[src/rtl/slot_pkg.sv]
// -----------------------------------------------------------------------------
// slot_pkg
// Shared definitions for the spin trigger block: FSM state encoding, the
// spin counter width, the default timing parameters and a helper that sizes
// down-counters.
// No ports (package).
// -----------------------------------------------------------------------------
package slot_pkg;

    localparam int SPIN_COUNT_W      = 8;
    localparam int DEF_CLK_DIV       = 100000;
    localparam int DEF_LOCKOUT_TICKS = 50;
    localparam int DEF_HOLD_TICKS    = 100;

    typedef enum logic [1:0] {
        ST_IDLE    = 2'd0,
        ST_REQ     = 2'd1,
        ST_LOCKOUT = 2'd2,
        ST_RELEASE = 2'd3
    } spin_state_e;

    // Bits needed to hold the values 0..n-1; never less than one bit.
    function automatic int cnt_width(input int n);
        return (n <= 1) ? 1 : $clog2(n);
    endfunction

endpackage

[src/rtl/spin_trigger_if.sv]
// -----------------------------------------------------------------------------
// spin_trigger_if
// Button / reel-controller signals of the spin trigger.
//   db_in      : debounced spin button level (1 = pressed), async to clk
//   spin_ack   : reel controller accepts the pending spin request
//   spin_req   : registered spin request towards the reel controller
//   busy       : trigger FSM is not idle
//   spin_count : number of completed spin handshakes (wraps)
// Modports: master = button/reel side, slave = spin_trigger.
// -----------------------------------------------------------------------------
interface spin_trigger_if;

    logic                              db_in;
    logic                              spin_ack;
    logic                              spin_req;
    logic                              busy;
    logic [slot_pkg::SPIN_COUNT_W-1:0] spin_count;

    modport master (
        output db_in,
        output spin_ack,
        input  spin_req,
        input  busy,
        input  spin_count
    );

    modport slave (
        input  db_in,
        input  spin_ack,
        output spin_req,
        output busy,
        output spin_count
    );

endinterface

[src/rtl/tick_gen.sv]
// -----------------------------------------------------------------------------
// tick_gen
// Free-running divider: counts 0..CLK_DIV-1 and raises tick for the single
// cycle in which the count equals CLK_DIV-1.
//   clk   : system clock
//   rst_n : asynchronous active-low reset
//   tick  : one-cycle pulse every CLK_DIV cycles (registered)
// -----------------------------------------------------------------------------
module tick_gen
    import slot_pkg::*;
#(
    parameter int CLK_DIV = DEF_CLK_DIV
) (
    input  logic clk,
    input  logic rst_n,
    output logic tick
);

    localparam int           CNT_W    = cnt_width(CLK_DIV);
    localparam logic [CNT_W-1:0] CNT_LAST = CNT_W'(CLK_DIV - 1);

    logic [CNT_W-1:0] cnt_q;
    logic [CNT_W-1:0] cnt_d;
    logic             tick_q;
    logic             tick_d;

    // Next count with wrap; tick is precomputed so the registered pulse lines
    // up exactly with the cycle where the count sits at its last value.
    always_comb begin
        cnt_d = '0;
        if (cnt_q == CNT_LAST) begin
            cnt_d = '0;
        end else begin
            cnt_d = cnt_q + CNT_W'(1);
        end
        tick_d = (cnt_d == CNT_LAST);
    end

    // Divider state registers.
    always_ff @(posedge clk or negedge rst_n) begin
        if (!rst_n) begin
            cnt_q  <= '0;
            tick_q <= 1'b0;
        end else begin
            cnt_q  <= cnt_d;
            tick_q <= tick_d;
        end
    end

    assign tick = tick_q;

endmodule

[src/rtl/spin_trigger.sv]
// -----------------------------------------------------------------------------
// spin_trigger
// Turns a debounced spin button into a spin request / acknowledge handshake
// with a post-spin lockout and a wait-for-release phase.
//   clk   : system clock, all state on rising edge
//   rst_n : asynchronous active-low reset
//   bus   : spin_trigger_if.slave (db_in, spin_ack in; spin_req, busy,
//           spin_count out)
// Optional feature: define SPIN_AUTOREPEAT_EN to let a held button re-issue
// a spin after HOLD_TICKS ticks in RELEASE. Without it RELEASE only waits
// for the button to be let go and no hold counter exists.
// -----------------------------------------------------------------------------
module spin_trigger
    import slot_pkg::*;
#(
    parameter int CLK_DIV       = DEF_CLK_DIV,
    parameter int LOCKOUT_TICKS = DEF_LOCKOUT_TICKS,
    parameter int HOLD_TICKS    = DEF_HOLD_TICKS
) (
    input logic           clk,
    input logic           rst_n,
    spin_trigger_if.slave bus
);

    localparam logic [1:0] S_IDLE    = ST_IDLE;
    localparam logic [1:0] S_REQ     = ST_REQ;
    localparam logic [1:0] S_LOCKOUT = ST_LOCKOUT;
    localparam logic [1:0] S_RELEASE = ST_RELEASE;

    localparam int                LOCK_W    = cnt_width(LOCKOUT_TICKS);
    localparam logic [LOCK_W-1:0] LOCK_LAST = LOCK_W'(LOCKOUT_TICKS - 1);

    logic sync1_q;
    logic sync2_q;
    logic sync3_q;
    logic vld1_q;
    logic vld2_q;
    logic armed_q;
    logic armed_s;
    logic rise_s;
    logic tick_s;

    logic [1:0]              state_q;
    logic [1:0]              state_d;
    logic [LOCK_W-1:0]       lock_cnt_q;
    logic [LOCK_W-1:0]       lock_cnt_d;
    logic [SPIN_COUNT_W-1:0] count_q;
    logic [SPIN_COUNT_W-1:0] count_d;
    logic                    spin_req_q;
    logic                    busy_q;

`ifdef SPIN_AUTOREPEAT_EN
    localparam int                HOLD_W    = cnt_width(HOLD_TICKS);
    localparam logic [HOLD_W-1:0] HOLD_LAST = HOLD_W'(HOLD_TICKS - 1);

    logic [HOLD_W-1:0] hold_cnt_q;
    logic [HOLD_W-1:0] hold_cnt_d;
`endif

    tick_gen #(
        .CLK_DIV (CLK_DIV)
    ) u_tick_gen (
        .clk   (clk),
        .rst_n (rst_n),
        .tick  (tick_s)
    );

    // The vld chain marks when sync2 reflects a real sample of db_in. A
    // press only counts once a genuine low level has been seen, so a button
    // already held through reset cannot fire a spin.
    assign armed_s = armed_q | (vld2_q & ~sync2_q);
    assign rise_s  = sync2_q & ~sync3_q & armed_q;

    // Button synchronizer, edge-detect delay flop and arming logic.
    always_ff @(posedge clk or negedge rst_n) begin
        if (!rst_n) begin
            sync1_q <= 1'b0;
            sync2_q <= 1'b0;
            sync3_q <= 1'b0;
            vld1_q  <= 1'b0;
            vld2_q  <= 1'b0;
            armed_q <= 1'b0;
        end else begin
            sync1_q <= bus.db_in;
            sync2_q <= sync1_q;
            sync3_q <= sync2_q;
            vld1_q  <= 1'b1;
            vld2_q  <= vld1_q;
            armed_q <= armed_s;
        end
    end

    // FSM next-state, lockout/hold counting and handshake counting.
    always_comb begin
        state_d    = state_q;
        lock_cnt_d = lock_cnt_q;
        count_d    = count_q;
`ifdef SPIN_AUTOREPEAT_EN
        hold_cnt_d = hold_cnt_q;
`endif
        case (state_q)
            S_IDLE: begin
                if (rise_s) begin
                    state_d = S_REQ;
                end else begin
                    state_d = S_IDLE;
                end
            end
            S_REQ: begin
                if (bus.spin_ack) begin
                    state_d = S_LOCKOUT;
                    count_d = count_q + SPIN_COUNT_W'(1);
                end else begin
                    state_d = S_REQ;
                end
            end
            S_LOCKOUT: begin
                if (tick_s) begin
                    if (lock_cnt_q == LOCK_LAST) begin
                        if (sync2_q) begin
                            state_d = S_RELEASE;
                        end else begin
                            state_d = S_IDLE;
                        end
                    end else begin
                        lock_cnt_d = lock_cnt_q + LOCK_W'(1);
                    end
                end else begin
                    state_d = S_LOCKOUT;
                end
            end
            S_RELEASE: begin
                if (!sync2_q) begin
                    state_d = S_IDLE;
                end else begin
`ifdef SPIN_AUTOREPEAT_EN
                    if (tick_s) begin
                        if (hold_cnt_q == HOLD_LAST) begin
                            state_d = S_REQ;
                        end else begin
                            hold_cnt_d = hold_cnt_q + HOLD_W'(1);
                        end
                    end else begin
                        state_d = S_RELEASE;
                    end
`else
                    state_d = S_RELEASE;
`endif
                end
            end
            default: begin
                state_d = S_IDLE;
            end
        endcase
    end

    // FSM state and output registers; tick counters restart on every state
    // entry, and the outputs are derived from the next state so they change
    // on the same edge as the state itself.
    always_ff @(posedge clk or negedge rst_n) begin
        if (!rst_n) begin
            state_q    <= S_IDLE;
            lock_cnt_q <= '0;
            count_q    <= '0;
            spin_req_q <= 1'b0;
            busy_q     <= 1'b0;
`ifdef SPIN_AUTOREPEAT_EN
            hold_cnt_q <= '0;
`endif
        end else begin
            state_q <= state_d;
            if (state_d != state_q) begin
                lock_cnt_q <= '0;
`ifdef SPIN_AUTOREPEAT_EN
                hold_cnt_q <= '0;
`endif
            end else begin
                lock_cnt_q <= lock_cnt_d;
`ifdef SPIN_AUTOREPEAT_EN
                hold_cnt_q <= hold_cnt_d;
`endif
            end
            count_q    <= count_d;
            spin_req_q <= (state_d == S_REQ);
            busy_q     <= (state_d != S_IDLE);
        end
    end

    assign bus.spin_req   = spin_req_q;
    assign bus.busy       = busy_q;
    assign bus.spin_count = count_q;

endmodule

[src/flat_wrapper.sv]
// flat-port wrapper written by rule: the top's interface ports become plain ports
module spin_trigger_flat import slot_pkg::*;
#(
    parameter int CLK_DIV       = DEF_CLK_DIV,
    parameter int LOCKOUT_TICKS = DEF_LOCKOUT_TICKS,
    parameter int HOLD_TICKS    = DEF_HOLD_TICKS
)
  (clk, rst_n, bus_db_in, bus_spin_ack, bus_spin_req, bus_busy, bus_spin_count);
  spin_trigger_if bus_i ();
  input logic clk;
  input logic rst_n;
  input wire logic [$bits(bus_i.db_in)-1:0] bus_db_in;
  input wire logic [$bits(bus_i.spin_ack)-1:0] bus_spin_ack;
  output wire logic [$bits(bus_i.spin_req)-1:0] bus_spin_req;
  output wire logic [$bits(bus_i.busy)-1:0] bus_busy;
  output wire logic [$bits(bus_i.spin_count)-1:0] bus_spin_count;
  assign bus_i.db_in = bus_db_in;
  assign bus_i.spin_ack = bus_spin_ack;
  assign bus_spin_req = bus_i.spin_req;
  assign bus_busy = bus_i.busy;
  assign bus_spin_count = bus_i.spin_count;
  spin_trigger #(.CLK_DIV(CLK_DIV), .LOCKOUT_TICKS(LOCKOUT_TICKS), .HOLD_TICKS(HOLD_TICKS)) u_core (.clk(clk), .rst_n(rst_n), .bus(bus_i));
endmodule
[config.mk]
export PLATFORM = sky130hd
export DESIGN_NAME = spin_trigger_flat
export DESIGN_NICKNAME = d
export VERILOG_FILES = /design/src/rtl/slot_pkg.sv /design/src/rtl/spin_trigger_if.sv /design/src/rtl/tick_gen.sv /design/src/rtl/spin_trigger.sv /design/src/flat_wrapper.sv
export SDC_FILE = /design/constraint.sdc
export NUM_CORES = 1
export LEC_CHECK = 0
export BUFFER_PORTS_ARGS = -buffer_cell sky130_fd_sc_hd__buf_4
export CAP_MARGIN = 5
export CORE_ASPECT_RATIO = 0.9
export CORE_MARGIN = 3
export CORE_UTILIZATION = 35
export DETAILED_ROUTE_END_ITERATION = 8
export MAX_ROUTING_LAYER = met4
export PLACE_DENSITY = 0.53
export SLEW_MARGIN = 20
export SYNTH_ARGS = -nofsm -noshare
export SYNTH_HDL_FRONTEND = slang
export SYNTH_SLANG_ARGS = --single-unit
[constraint.sdc]
create_clock -name clk -period 2.45 [get_ports clk]
set_input_delay 0.49 -clock clk [delete_from_list [all_inputs] [get_ports clk]]
set_output_delay 0.49 -clock clk [all_outputs]
set_load 0.02 [all_outputs]
==> flow_metrics.tcl <==
set metrics [dict create \
    status "completed" \
    worstPathArrival_ps 2320 \
    yosys_warnings 0 \
    grt_pass1_vias 1357 \
    dr.pass1.iters 4 \
    synth_cell_types 39 \
    track_usage 0.125 \
    post_drt_via_cell_ratio 5.05 \
    crit_path_end_kind "flop" \
    vias 1379 \
    syn_nets 195 \
    syn_inst 187 \
    wl_microns 3620 \
    synth-seq-cells 42 \
    setup_tns_ps 0 \
    fin_util 0.420 \
    path_class "reg -> reg" \
    p_switching_mw 0.506 \
    setup.worst_path.start_class "flop" \
    fp.dieW_microns 85.4 \
    ir_worst_vdd_mv 0.521 \
    setup_violations 0 \
    place_inst 265 \
    overflow 0 \
    final_cell_area_sq_mm 0.00226 \
    rows 25 \
    internal_power_mw 1.14 \
    fin_skew_ps 7.50 \
    clk_latency_ps 300 \
    p_clk_frac 0.287 \
    placed_area_sq_mm 0.00217 \
    drv_slew 0 \
    start_util 0.369 \
    cts_tree "built" \
    seqPwrFrac 0.512 \
    route.detailed.drc 0 \
    nNetsFinal 213 \
    p_sw_frac 0.307 \
    max_freq_mhz 472 \
    chipHeight_microns 77.5 \
    ant_nets 0 \
    timing.final.ws_setup_ps 331 \
    diodes 0 \
    hold_violations 0 \
    cts_root_buf "clkbuf_8" \
    antenna_found_initial 0 \
    layout.cells.non_filler 273 \
    nFillCells 533 \
    tightest_slew_ps 586 \
    finalPower_mw 1.65 \
    area_growth_pct 13.9 \
    cts_setup_buffers 0 \
    combinationalPowerShare 0.201 \
    period_needed_ps 2120 \
    core_area_sq_mm 0.00538 \
    initialDrtViolationCount 61 \
    ios 14 \
    clkTransAtPathRegs_ps 80 \
    rsz0062_at_grt "false" \
    syn-cell-area_sq_mm 0.00199 \
    postCtsHoldBufs 0 \
    powerDensity_mw_per_mm2 729 \
    max_cap_violations 0 \
    port_buffers 13 \
    drive_gt1_frac 0.160 \
    required_ps 2650 \
    grt_pass1_wl_microns 6350 \
    period_share 0.865 \
    numCtsBuffers 5 \
    cts_num_sinks 42 \
    clockBufferDepth 2 \
    whs_ps 151 \
    synth_seq_area_share 0.529 \
    dieArea_sq_mm 0.00661 \
    crit_fanout 5 \
    dp_worst_setup_slack_ps 338 \
    htreeDepth 2 \
    wire_per_inst_microns 13.3 \
    syn_area_per_cell_sq_um 10.6 \
    cts-resized-gates 0 \
    place.gp.congestion 0.800 \
    grt_max_degree 43 \
    dpl.hpwl_microns 2600 \
    relSlewSlack 0.605 \
    min_path_type "in -> async" \
    leakage_nw 0.999 \
]
## cells in the final DEF, fill, tap and decap left out, types with 2 or more instances in the layout
cell	count
nand2_1	15
o21ai_0	3
nor4_1	4
nand3_1	9
a211oi_1	2
nor3_1	5
and3_1	3
buf_4	15
dfrtp_1	42
inv_1	6
xor2_1	10
or2_2	3
a31oi_1	2
nand4_1	7
nor3b_1	2
nor2b_1	2
and4_1	2
a21oi_1	2
clkbuf_8	6
xnor2_1	18
ha_1	4
nor2_1	25
## power groups by stage
stage	Sequential (mW)	Clock [mW]	Combinational (mW)
CTS	0.844	0.497	0.336
floorplan	0.907	0	0.128
global route	0.852	0.528	0.368
detailed placement	0.857	0	0.336
global placement	0.850	0	0.332
finish	0.844	0.473	0.331
## cell usage after synthesis
| library cell | number | area, sq um |
|---|---|---|
| dfrtp_1 | 42 | 1050 |
| nor2_1 | 25 | 93.8 |
| xnor2_1 | 18 | 158 |
| nand2_1 | 15 | 56.3 |
| xor2_1 | 10 | 87.6 |
| nand3_1 | 9 | 45.0 |
| nand4_1 | 7 | 43.8 |
| inv_1 | 6 | 22.5 |
| nor3_1 | 5 | 25.0 |
| ha_1 | 4 | 50.1 |
| nor4_1 | 4 | 25.0 |
| and3_1 | 3 | 18.8 |
| clkbuf_1 | 3 | 11.3 |
| o21ai_0 | 3 | 15.0 |
| or2_2 | 3 | 18.8 |
| a211oi_1 | 2 | 15.0 |
| a21oi_1 | 2 | 10.0 |
| a31oi_1 | 2 | 12.5 |
| and4_1 | 2 | 17.5 |
| nor2b_1 | 2 | 12.5 |
| nor3b_1 | 2 | 15.0 |
| a21boi_0 | 1 | 7.51 |
| a21o_1 | 1 | 7.51 |
| a311oi_1 | 1 | 8.76 |
| and3_2 | 1 | 7.51 |
| and3b_2 | 1 | 10.0 |
| buf_2 | 1 | 5.00 |
| conb_1 | 1 | 3.75 |
| nand2b_1 | 1 | 6.26 |
| nand3_4 | 1 | 17.5 |
| nand3b_1 | 1 | 7.51 |
| nand4_2 | 1 | 12.5 |
| nand4_4 | 1 | 21.3 |
| nand4b_1 | 1 | 8.76 |
| nor4_2 | 1 | 12.5 |
| nor4_4 | 1 | 21.3 |
| nor4bb_1 | 1 | 10.0 |
| or3_1 | 1 | 6.26 |
| or4_1 | 1 | 7.51 |
## path summary, 6_finish.rpt
path                                                 start                     end  slack [ps]  cells past startpoint
worst max-delay path            u_core.u_tick_gen.cnt_q[0]  u_core.u_tick_gen.tick         330                      6
worst min-delay path                                 rst_n       u_core.state_q[1]         150                      1
worst max register to register  u_core.u_tick_gen.cnt_q[0]  u_core.u_tick_gen.tick         330                      6
worst min register to register              u_core.sync1_q          u_core.sync2_q         350                      0
max in group asynchronous                            rst_n          u_core.sync1_q        1940                      1
min in group clk                                 bus_db_in          u_core.sync1_q         290                      1
## layout make-up
cell class	instances	area (sq um)	area share
sequential	42	1050	0.465
multi-input combinational	135	896	0.396
timing repair buffer	15	113	0.0498
tap	67	83.8	0.0371
clock buffer	6	82.6	0.0365
inverter	6	22.5	0.00996
clock inverter	2	12.5	0.00553
## worst max-delay path, cell delays in order, from the launching register on
cell and delay [ps]:
dfrtp_1 390, ha_1 280, nand4_4 160, nor4_4 250
xnor2_1 120, or4_1 560, nor4_2 260
## sequential cells by signal, indices dropped and copies added (netlist names), 2 cells and up
signal	cells
u_core.lock_cnt_q	6
u_core.bus.spin_count	8
u_core.state_q	2
u_core.u_tick_gen.cnt_q	17
## routing by layer
metal / vias up / track usage / wire length [microns]
met1: 664 / 0.156 / 1680
met2: 25 / 0.185 / 1730
met3: 9 / 0.0329 / 131
li1: 681 / - / -
met5: - / - / 0
met4: 0 / 0.0649 / 85
## logic make-up (layout without fill, tap and decap cells)
family / Yosys count / count (layout) / synth area share
and+or+nand+nor: 90 / 90 / 0.262
DFF: 42 / 42 / 0.529
xor gates and xnor gates: 28 / 28 / 0.124
AOI/OAI and AO/OA: 12 / 12 / 0.0384
buffers and inverters: 10 / 29 / 0.0195
adders and majority gates: 4 / 4 / 0.0252
other: 1 / 1 / 0.00189
Note: power is estimated with default switching activity, not from simulation.
